`src/rtl/reset_seq_pkg.sv`:
```
// Shared types and elaboration helpers for the reset sequencer.
package reset_seq_pkg;

  typedef enum logic [1:0] {
    S_IDLE = 2'd0,
    S_HOLD = 2'd1,
    S_GAP  = 2'd2
  } state_t;

  // Phase counter must reach max(hold, gap)-1.
  function automatic int phase_w(int hold, int gap);
    int m;
    m = (hold > gap) ? hold : gap;
    return $clog2(m + 1);
  endfunction

  function automatic bit timing_ok(int hold, int gap);
    return (hold >= 1) && (gap >= 1);
  endfunction

endpackage

```
`src/rtl/rst_prio_enc.sv`:
```
// Lowest-set-bit finder: returns the index of the lowest request and a valid flag.
module rst_prio_enc #(
  parameter int N  = 2,
  parameter int IW = 1
) (
  input  logic [N-1:0]  req,
  output logic [IW-1:0] idx,
  output logic          vld
);

  // Scanning high to low lets the lowest set bit overwrite last.
  always_comb begin
    idx = '0;
    vld = 1'b0;
    for (int i = N - 1; i >= 0; i--) begin
      if (req[i]) begin
        idx = IW'(i);
        vld = 1'b1;
      end
    end
  end

endmodule

```
`src/rtl/reset_seq.sv`:
```
// Reset sequencer: trigger edges select domains via masks; selected domains
// are reset one at a time in ascending order with a fixed hold and gap.
module reset_seq
  import reset_seq_pkg::*;
#(
  parameter int N_SRC       = 2,
  parameter int N_DOM       = 2,
  parameter int HOLD_CYCLES = 60,
  parameter int GAP_CYCLES  = 5,
  parameter int CNT_W       = 8
) (
  input  logic                   clk,
  input  logic                   sys_res_n,
  input  logic [N_SRC-1:0]       trig,
  input  logic [N_SRC*N_DOM-1:0] src_mask,
  input  logic                   cause_clr,
  output logic [N_DOM-1:0]       dom_res_n,
  output logic                   busy,
  output logic [N_SRC-1:0]       cause,
  output logic [CNT_W-1:0]       rst_count
);

  localparam int PW = phase_w(HOLD_CYCLES, GAP_CYCLES);
  localparam int IW = (N_DOM > 1) ? $clog2(N_DOM) : 1;

  if (!timing_ok(HOLD_CYCLES, GAP_CYCLES)) begin : g_bad_cfg
    $error("reset_seq: HOLD_CYCLES and GAP_CYCLES must both be >= 1");
  end

  state_t           state, state_nx;
  logic [PW-1:0]    phase;
  logic [IW-1:0]    cur, cur_nx, lo_idx;
  logic             lo_vld, take, start;
  logic [N_SRC-1:0] trig_q, ev;
  logic [N_DOM-1:0] new_bits, pend, pend_all, pend_nx;
  logic [N_DOM-1:0] dom_res_n_d;
  logic             busy_d;

  assign ev = trig & ~trig_q;

  always_comb begin
    new_bits = '0;
    for (int s = 0; s < N_SRC; s++)
      if (ev[s]) new_bits = new_bits | src_mask[s*N_DOM +: N_DOM];
  end

  // Same-cycle events are visible to the FSM so the first hold starts at the edge.
  assign pend_all = pend | new_bits;

  rst_prio_enc #(.N(N_DOM), .IW(IW)) u_enc (
    .req (pend_all),
    .idx (lo_idx),
    .vld (lo_vld)
  );

  // Next state
  always_comb begin
    state_nx = state;
    cur_nx   = cur;
    pend_nx  = pend_all;
    take     = 1'b0;
    case (state)
      S_IDLE: take = lo_vld;
      S_HOLD: if (phase == PW'(HOLD_CYCLES - 1)) state_nx = S_GAP;
      S_GAP: begin
        if (phase == PW'(GAP_CYCLES - 1)) begin
          if (lo_vld) take = 1'b1;
          else        state_nx = S_IDLE;
        end
      end
      default: state_nx = S_IDLE;
    endcase
    if (take) begin
      state_nx = S_HOLD;
      cur_nx   = lo_idx;
      for (int d = 0; d < N_DOM; d++)
        if (IW'(d) == lo_idx) pend_nx[d] = 1'b0;
    end
  end

  assign start = take && (state == S_IDLE);

  // Outputs are decoded from the next state and registered below.
  always_comb begin
    dom_res_n_d = '1;
    busy_d      = (state_nx != S_IDLE);
    if (state_nx == S_HOLD) dom_res_n_d[cur_nx] = 1'b0;
  end

  always_ff @(posedge clk or negedge sys_res_n) begin
    if (!sys_res_n) begin
      state     <= S_IDLE;
      phase     <= '0;
      cur       <= '0;
      pend      <= '0;
      trig_q    <= '0;
      cause     <= '0;
      rst_count <= '0;
      dom_res_n <= '1;
      busy      <= 1'b0;
    end else begin
      state     <= state_nx;
      cur       <= cur_nx;
      pend      <= pend_nx;
      trig_q    <= trig;
      cause     <= (cause & ~{N_SRC{cause_clr}}) | ev;
      dom_res_n <= dom_res_n_d;
      busy      <= busy_d;
      if (state_nx != state || state == S_IDLE) phase <= '0;
      else                                      phase <= phase + PW'(1);
      if (start && rst_count != {CNT_W{1'b1}}) rst_count <= rst_count + CNT_W'(1);
    end
  end

endmodule

```
`config.mk`:
```
export PLATFORM = sky130hd
export DESIGN_NAME = reset_seq
export DESIGN_NICKNAME = d
export VERILOG_FILES = /design/src/rtl/reset_seq_pkg.sv /design/src/rtl/rst_prio_enc.sv /design/src/rtl/reset_seq.sv
export SDC_FILE = /design/constraint.sdc
export NUM_CORES = 1
export LEC_CHECK = 0
export ABC_AREA = 1
export ABC_CLOCK_PERIOD_IN_PS = 4800
export CAP_MARGIN = 20
export CORE_MARGIN = 2
export CORE_UTILIZATION = 50
export CTS_CLUSTER_SIZE = 24
export DETAILED_ROUTE_END_ITERATION = 7
export PLACE_DENSITY = 0.76
export SETUP_SLACK_MARGIN = 0.05
export SLEW_MARGIN = 20
export SYNTH_ARGS = -nofsm -noshare
export SYNTH_HDL_FRONTEND = slang
export SYNTH_HIERARCHICAL = 1
export SYNTH_SLANG_ARGS = --single-unit
export TNS_END_PERCENT = 50
```
`constraint.sdc`:
```
create_clock -name clk -period 4.8 [get_ports clk]
set_input_delay 0.72 -clock clk [delete_from_list [all_inputs] [get_ports clk]]
set_output_delay 0.72 -clock clk [all_outputs]
set_load 0.05 [all_outputs]
```
==> run summary <==
Antenna Cells: 0
Max Clk Rate: 420 MHz
Period utilisation layout: 0.496
CORE AREA: 0.00243 mm^2
Wire per inst: 11.6 um
Fin. Hold Viols: 0
Switching pwr: 390 uW
Hold_buf cts: 0
GR Util met2: 0.353
Layout Utilization: 0.639
Critical Path, Cell by Cell: clkdlybuf4s50_1
Leakage: 0.745 nW
Seq/Total Area, Yosys: 0.517
Inst Count DP: 193
Total power per unit cell area: 565 mW/mm^2
CTS tree: built
DR DRC count: 0
Clk slew on worst S/H paths: 0.13 ns
Starting Density: 0.519
CP required: 4.08 ns
Shortest period the worst path allows: 2.38 ns
RSZ-0062 raised after global routing: false
Fin Setup TNS: 0 ns
Slowest stage cell, crit path: clkdlybuf4s50_1
First-pass GRT wire length: 4.25 mm
Reg-to-reg endpoint: phase[1]
Met3 usage: 0.0328
CTS Root Cell: clkbuf_4
Share of cells above drive strength 1: 0.186
DP HPWL: 1.81 mm
Gr ovfl total: 0
Boundary pin count: 22
Syn avg cell area: 8.95 um^2
Vias per cell: 4.87
Setup-failing EPs final: 0
Die X: 54.3 um
CP Max Fanout: 1
Hold Crit Class: flip-flop to flip-flop
Site Rows: 18
Flops & latches, synth: 26
Status: completed
Sequential Power Share: 0.393
Max stage delay on crit path: 0.80 ns
Slew HR: 0.654
Busiest grt layer: met2
Most frequent cells in the layout: 24 x inv_1, 24 x dfrtp_1, 22 x nand2_1
Comb power frac: 0.482
Synth unique cells: 22
Worst Max-Slew Pin Slew: 0.517 ns
CTS max path bufs: 2
Mapped Area: 0.00126 mm^2
Synthesis Warnings: 6
Pint: 488 uW
Total track usage: 0.201
Final nets: 180
Die Height: 54.3 um
Routability cong.: 0.816
Post-Route WL: 2.28 mm
Critical path class: flip-flop to output pin
Fin cells: 197
Buf+Inv Stages, Crit Path: 1
DRT Pass-1 Iters: 4
Crit. End Element: output pin
CTS H-Tree Depth: 1
Area grow syn2layout: 23.1%
Number of I/O port buffers: 21
Final ANT Viol Nets: 0
R2r setup slk: 3.02 ns
Largest net degree at the start of global routing: 27
VDD IR-drop max: 0.401 mV
Clock network fraction of design power: 0.125
Filler instances: 208
Clk_lat worst skew: 0.32 ns
Multi-input gate area: 504 um^2
Critical Path AT: 1.66 ns
Max Cap Violations: 0
Post-CTS setup buffers: 0
Vias in the first global route: 1,013
Final count of pins violating max slew: 0
FF-to-FF Start: trig_q[1]
Sequential cell area: 653 um^2
Post-CTS sizing: 0
Net Sw Frac: 0.445
Syn_nets: 153
Mapped Cells: 141
Crit path max-delay family: buffers and inverters
DRT iter0 DRCs: 5
Die Area: 0.00294 mm^2
Cts bufs inserted: 3
CP Capture Point: dom_res_n[1]
Critical path startpoint: dom_res_n[1]
CP Depth: 1
R2r worst-path depth: 14
Startpoint types: flip-flop
Clock skew: 0.00269 ns
Via count: 960
Antenna violations before repair: 0
Met1 Use GR: 0.246
CTS Sinks: 26
[stage by stage]
step	hold slack, ns	cell area (um^2)	setup slack [ns]	total power, mW
4_1_cts	0.501	1550	2.40	0.890
3_3_place_gp	0.478	1520	2.28	0.759
5_1_grt	0.511	1550	2.35	0.947
2_1_floorplan	0.424	1260	2.85	0.655
6_report	0.500	1550	2.42	0.878
3_5_place_dp	0.481	1520	2.20	0.778
[layout make-up]
type / instances / area share
Tap cell: 30 / 0.0242
Sequential cell: 26 / 0.420
Multi-Input combinational cell: 87 / 0.324
Clock buffer: 4 / 0.0233
Inverter: 28 / 0.0676
Timing Repair Buffer: 22 / 0.140
[synth_stat cells (all sizes together)]
cell   number  area [um^2]
nor2       24          123
dfrtp      24          601
xnor2       5         43.8
o21ai       5         28.8
nand3       8         45.0
nor3        2         10.0
nand2      28          125
xor2        6         52.6
ha          3         37.5
a21oi       2         13.8
nand4       4         25.0
inv        28          105
dfstp       2         52.6
[worst min path at each step]
stage               startpoint       end  slack [ns]  cells past startpoint
floorplan            sys_res_n      busy        0.42                      0
global placement      phase[0]  phase[0]        0.48                      1
detailed placement    phase[0]  phase[0]        0.48                      1
CTS                   phase[0]  phase[0]        0.50                      1
global route          phase[0]  phase[0]        0.51                      1
finish                phase[0]  phase[0]        0.50                      1
[routing by layer]
| layer | vias to the layer above | wire length, um |
|---|---|---|
| li1 | 478 | - |
| met1 | 462 | 1010 |
| met2 | 15 | 1170 |
| met3 | 5 | 73 |
| met4 | 0 | 33 |
| met5 | - | 0 |
[registers in the layout (all words and copies together), names as in the netlist]
name,cells
pend,2
rst_count,8
cause,2
busy,1
trig_q,2
cur,1
dom_res_n,2
phase,6
state,2
[power by group through the flow]
stage	Clock, mW	Sequential [mW]	Combinational, mW
2_1_floorplan	0	0.444	0.210
5_1_grt	0.122	0.355	0.470
3_5_place_dp	0	0.350	0.428
6_report	0.110	0.345	0.424
3_3_place_gp	0	0.345	0.414
4_1_cts	0.115	0.345	0.430
[cells by family (layout without fill, tap and decap cells)]
logic type | after synthesis | in the layout | synth area share
buf+inv | 28 | 54 | 0.0833
xor+xnor | 11 | 11 | 0.0763
compound gates | 7 | 7 | 0.0337
flops | 26 | 26 | 0.517
fa+ha+maj | 3 | 3 | 0.0297
simple gates | 66 | 66 | 0.260
Note: power is estimated with default switching activity, not from simulation.
